File: src/rtl/dgd_tt_pkg.sv
// Shared types and constants for the truth-table sweep controller.
package dgd_tt_pkg;

    typedef enum logic [2:0] {
        IDLE,
        DRIVE,
        SAMPLE,
        CHECK,
        DONE
    } tt_state_e;

    localparam logic [15:0] TT_1858 = 16'h1858;

    // Truth-table width for a gate with n_in inputs.
    function automatic int unsigned tt_width(input int unsigned n_in);
        return 32'd1 << n_in;
    endfunction

endpackage

File: src/rtl/tt_settle_timer.sv
// Settle timer: load arms a countdown, expire is high on the last enabled cycle of the settle window.
module tt_settle_timer #(
    parameter int unsigned SETTLE_CYCLES = 3
) (
    input  logic clk,
    input  logic rst,
    input  logic load,
    input  logic en,
    output logic expire
);

    logic [7:0] cnt;

    // NOTE: sequential state uses non-blocking assignments so every flop samples pre-edge values.
    always_ff @(posedge clk) begin
        if (rst) begin
            cnt <= '0;
        end else if (load) begin
            cnt <= 8'(SETTLE_CYCLES - 1);
        end else if (en && cnt != 8'd0) begin
            cnt <= cnt - 8'd1;
        end
    end

    assign expire = en && (cnt == 8'd0);

endmodule

File: src/rtl/tt_sweep_ctrl.sv
// Sweeps every input vector of one combinational gate, captures its truth table
// and compares it against a golden table.
module tt_sweep_ctrl
    import dgd_tt_pkg::*;
#(
    parameter int unsigned                     N_IN          = 4,
    parameter logic [tt_width(N_IN)-1:0]       EXPECTED_TT   = TT_1858,
    parameter int unsigned                     SETTLE_CYCLES = 3
) (
    input  logic                                  clk,
    input  logic                                  rst,
    input  logic                                  start,
    input  logic                                  abort,
    output logic [N_IN-1:0]                       gate_in,
    input  logic                                  gate_out,
    output logic                                  busy,
    output logic                                  done,
    output logic                                  pass,
    output logic [tt_width(N_IN)-1:0]             captured_tt,
    output logic [tt_width(N_IN)-1:0]             mismatch_mask,
    output logic [$clog2(tt_width(N_IN)+1)-1:0]   fail_count,
    output logic [N_IN-1:0]                       first_fail_idx
);

    localparam int unsigned     TT_W     = tt_width(N_IN);
    localparam int unsigned     FC_W     = $clog2(TT_W + 1);
    localparam logic [N_IN-1:0] LAST_IDX = N_IN'(TT_W - 1);

    tt_state_e         state;
    logic [N_IN-1:0]   idx;
    logic [TT_W-1:0]   shadow;
    logic              timer_load;
    logic              timer_expire;
    logic [TT_W-1:0]   chk_mask;
    logic [FC_W-1:0]   chk_count;
    logic [N_IN-1:0]   chk_first;

    assign gate_in = idx;

    // Arm the settle window on every entry into DRIVE.
    assign timer_load = !abort &&
                        ((state == IDLE && start) || (state == SAMPLE && idx != LAST_IDX));

    tt_settle_timer #(
        .SETTLE_CYCLES (SETTLE_CYCLES)
    ) u_settle_timer (
        .clk    (clk),
        .rst    (rst),
        .load   (timer_load),
        .en     (state == DRIVE),
        .expire (timer_expire)
    );

    // Sweep index i lands in TT bit TT_W-1-i, so the lowest failing index is the highest set mask bit.
    always_comb begin
        // NOTE: every always_comb output gets a default first so no latch is inferred.
        chk_mask  = shadow ^ EXPECTED_TT;
        chk_count = '0;
        chk_first = '0;
        for (int i = int'(TT_W) - 1; i >= 0; i--) begin
            chk_count = chk_count + FC_W'(chk_mask[i]);
            if (chk_mask[int'(TT_W) - 1 - i]) begin
                chk_first = N_IN'(i);
            end
        end
    end

    always_ff @(posedge clk) begin
        if (rst) begin
            state          <= IDLE;
            idx            <= '0;
            shadow         <= '0;
            busy           <= 1'b0;
            done           <= 1'b0;
            pass           <= 1'b0;
            captured_tt    <= '0;
            mismatch_mask  <= '0;
            fail_count     <= '0;
            first_fail_idx <= '0;
        end else begin
            done <= 1'b0;
            if (abort && state != IDLE) begin
                state <= IDLE;
                idx   <= '0;
                busy  <= 1'b0;
            end else begin
                unique case (state)
                    IDLE: begin
                        if (start) begin
                            state  <= DRIVE;
                            idx    <= '0;
                            shadow <= '0;
                            busy   <= 1'b1;
                        end
                    end
                    DRIVE: begin
                        if (timer_expire) begin
                            state <= SAMPLE;
                        end
                    end
                    SAMPLE: begin
                        // Shifting in keeps index 0 at the MSB once all vectors are in.
                        shadow <= {shadow[TT_W-2:0], gate_out};
                        if (idx == LAST_IDX) begin
                            state <= CHECK;
                        end else begin
                            idx   <= idx + 1'b1;
                            state <= DRIVE;
                        end
                    end
                    CHECK: begin
                        captured_tt    <= shadow;
                        mismatch_mask  <= chk_mask;
                        fail_count     <= chk_count;
                        first_fail_idx <= chk_first;
                        pass           <= (chk_mask == '0);
                        done           <= 1'b1;
                        state          <= DONE;
                    end
                    DONE: begin
                        state <= IDLE;
                        idx   <= '0;
                        busy  <= 1'b0;
                    end
                    default: begin
                        state <= IDLE;
                        idx   <= '0;
                        busy  <= 1'b0;
                    end
                endcase
            end
        end
    end

endmodule

File: config.mk
export PLATFORM = sky130hd
export DESIGN_NAME = tt_sweep_ctrl
export DESIGN_NICKNAME = d
export VERILOG_FILES = /design/src/rtl/dgd_tt_pkg.sv /design/src/rtl/tt_settle_timer.sv /design/src/rtl/tt_sweep_ctrl.sv
export SDC_FILE = /design/constraint.sdc
export NUM_CORES = 1
export LEC_CHECK = 0
export ABC_CLOCK_PERIOD_IN_PS = 3570
export CAP_MARGIN = 15
export CORE_UTILIZATION = 48
export CTS_CLUSTER_SIZE = 8
export DETAILED_ROUTE_END_ITERATION = 10
export PLACE_DENSITY_LB_ADDON = 0.15
export SYNTH_ARGS = -nofsm -noshare
export SYNTH_HDL_FRONTEND = slang
export SYNTH_SLANG_ARGS = --single-unit
File: constraint.sdc
create_clock -name clk -period 3.57 [get_ports clk]
set_input_delay 1.071 -clock clk [delete_from_list [all_inputs] [get_ports clk]]
set_output_delay 1.071 -clock clk [all_outputs]
set_load 0.02 [all_outputs]
==> metrics.txt <==
status=finished, violations left; failing checks=DRC; Final Util=62.9%; Synth warnings=0; Clock Skew=9.90 ps; Cell Count, Final, Fillers Out=524; Final Cell Area=0.00406 mm2; met3 wire length=212 um; Slew HR=66.7%; pwr dens=376 mW/mm2; area of placed instances=0.00387 mm2; fin crit share=99.0%; Cells after Synth=389; final hold vios=0; maximum clock path buffer count=2; share of the yosys chip area belonging to registers=39.3%; crit path launch type=flip-flop; met1 WL=3.33 mm; Pwr Total=1.53 mW; Seq cells post-synth=64; initial antenna violation count=0; number of max-cap violations=0; vias in the first global route=2726; slew of the pin with the lowest slew margin=493 ps; clk sink count=64; largest net degree at the start of global routing=47; CTS buffer count=9; Detailed Place HPWL=5.16 mm; port bufs=52; total grt overflow=0; Synth Flop Type=dfxtp_1; mapped cell area=0.00326 mm2; cts hold-fix bufs=0; die area=0.00713 mm2; gp weighted congestion=0.877; via-per-instance ratio=5.45; DRT Pass-1 Iters=7; Worst Path Required=3840 ps; Die Wd=84.4 um; RSZ-0062 raised after global routing=true; Worst Hold Launch=first_fail_idx[2]$_SDFFE_PP0P_; DR iter-0 viols=110; dpl cells=509; # DRC=4; Post-synth EDFFs=0; FF-to-FF path depth=14; clk root buf=clkbuf_8; Initial Util=50.5%; WL/cell=13.8 um; final WL=7.22 mm; crit end category=flip-flop; WHS=452 ps; highest routing layer actually used=met4; Total GRT Usage=21.5%; Final setup viols=0; fin. max-slew vios=0; CTS tree=yes; asr flop ratio synth=0%; Die Ht=84.4 um; layout cells sized above 1=12.8%; Area Overhead vs Synth=24.5%; HP Class=flip-flop to flip-flop; WL met2=3.49 mm; leak pwr=1.46 nW; Fmax achieved=283 MHz; Syn Area/Cell=8.39 um2; Worst IR Drop VDD=0.245 mV; Top-Level Pins=53; Core Area=0.00646 mm2; vias=2854; Tmin final=3530 ps; Synth cell types=54; row count=29; Crit Path Max Fanout=2; clk_lat worst skew=340 ps; Routed Antenna Nets=0; fin nets=469; diode count=0; Worst R2R Start=shadow[0]$_SDFFE_PP0P_; Hold Path Cell Cnt=2; global-route wire length before repair=12.1 mm; Clock transition at path regs=70 ps; Synth Net Count=415; Worst Setup SP=shadow[0]$_SDFFE_PP0P_; CTS HTree Levels=3; Critical Path AT=3800 ps; critical path class=flip-flop to flip-flop
logic make-up (layout without fill, tap and decap cells):
logic type	after synthesis	after routing	share of synthesized area (%)
AO/OA/AOI/OAI	98	98	18.5
XOR/XNOR	4	4	1.07
adder cells (fa/ha/maj)	21	21	10.4
buffers and inverters	66	124	9.21
flip-flops	64	64	39.3
multiplexers	5	5	1.57
AND/OR/NAND/NOR	131	131	20.0
stage by stage:
step	setup WS (ps)	setup TNS, ps
detailed placement	-15.0	-39.5
CTS	8.66	0
global placement	69.5	0
global route	-92.4	-222
floorplan	25.6	0
finish	36.1	0
final timing paths:
check | end | slack, ps
setup / recovery | fail_count[4]$_SDFFE_PP0P_ | 40
hold / removal | first_fail_idx[2]$_SDFFE_PP0P_ | 450
setup reg to reg | fail_count[4]$_SDFFE_PP0P_ | 40
hold reg to reg | first_fail_idx[2]$_SDFFE_PP0P_ | 450
routing by layer:
metal  GRT usage [%]  vias to the layer above
met5               0                        -
met4            11.6                        0
met3            3.83                       16
met2            36.3                       51
met1            26.2                     1361
li1                -                     1426
registers in the layout (all words and copies together), names as in the netlist:
| name | flops |
|---|---|
| captured_tt | 16 |
| shadow | 16 |
| u_settle_timer.cnt | 8 |
| fail_count | 5 |
| mismatch_mask | 5 |
| first_fail_idx | 4 |
| gate_in | 4 |
| state | 3 |
| busy | 1 |
| done | 1 |
| pass | 1 |
synth_stat cells, drive strengths merged, types with 3 or more instances:
| master | n | area (um2) |
|---|---|---|
| nor2b | 5 | 31.3 |
| or4 | 3 | 26.3 |
| dfxtp | 64 | 1280 |
| a21oi | 54 | 278 |
| mux2i | 4 | 40.0 |
| fa | 10 | 200 |
| inv | 33 | 124 |
| clkbuf | 10 | 37.5 |
| or3 | 3 | 18.8 |
| ha | 11 | 138 |
| a21o | 3 | 22.5 |
| o211ai | 17 | 128 |
| nor2 | 19 | 71.3 |
| nor3 | 4 | 20.0 |
| nand4 | 4 | 25.0 |
| buf | 21 | 131 |
| nor3b | 3 | 27.5 |
| xnor2 | 4 | 35.0 |
| nand3 | 9 | 45.0 |
| nand2 | 67 | 251 |
| o21ai | 9 | 48.8 |
| nor4 | 3 | 18.8 |
worst max-delay path, stage by stage (launching register included):
cell,delay [ps]
dfxtp_2,340
inv_2,50
fa_1,560
inv_2,50
fa_2,530
inv_2,40
fa_1,510
fa_1,400
inv_1,70
ha_2,180
inv_2,40
fa_2,340
nor2b_1,130
o211ai_1,90
a21oi_1,140
timing repair:
action,4_1_cts,5_1_grt
pin swaps,1,0
gates resized for setup,4,6
buffers inserted,0,0
hold endpoints to repair,0,0
setup endpoints to repair,3,4
final cells by class:
class                           count  area (um2)
Fill cell                         588        2400
Clock buffer                       12         155
Timing Repair Buffer               74         686
Tap cell                           77        96.3
Inverter                           35         131
Multi-Input combinational cell    259        1690
Sequential cell                    64        1280
Clock inverter                      3        17.5
where the power goes:
part | switching (mW) | leakage (nW) | internal [mW]
combinational | 0.129 | 0.859 | 0.0883
sequential | 0.0237 | 0.518 | 0.733
clock | 0.271 | 0.0882 | 0.284
total | 0.423 | 1.46 | 1.11
layout by cell type, fill, tap and decap left out, types with 5 or more instances in the layout:
cell type / count
o21ai_0: 7
ha_1: 10
dfxtp_1: 62
clkbuf_8: 11
clkdlybuf4s50_1: 52
nor2b_1: 5
a21oi_1: 52
inv_1: 29
buf_4: 22
o211ai_1: 17
nor2_1: 19
nand3_1: 9
fa_1: 8
nand2_1: 67
No activity file was read; power rests on OpenSTA's default activity.
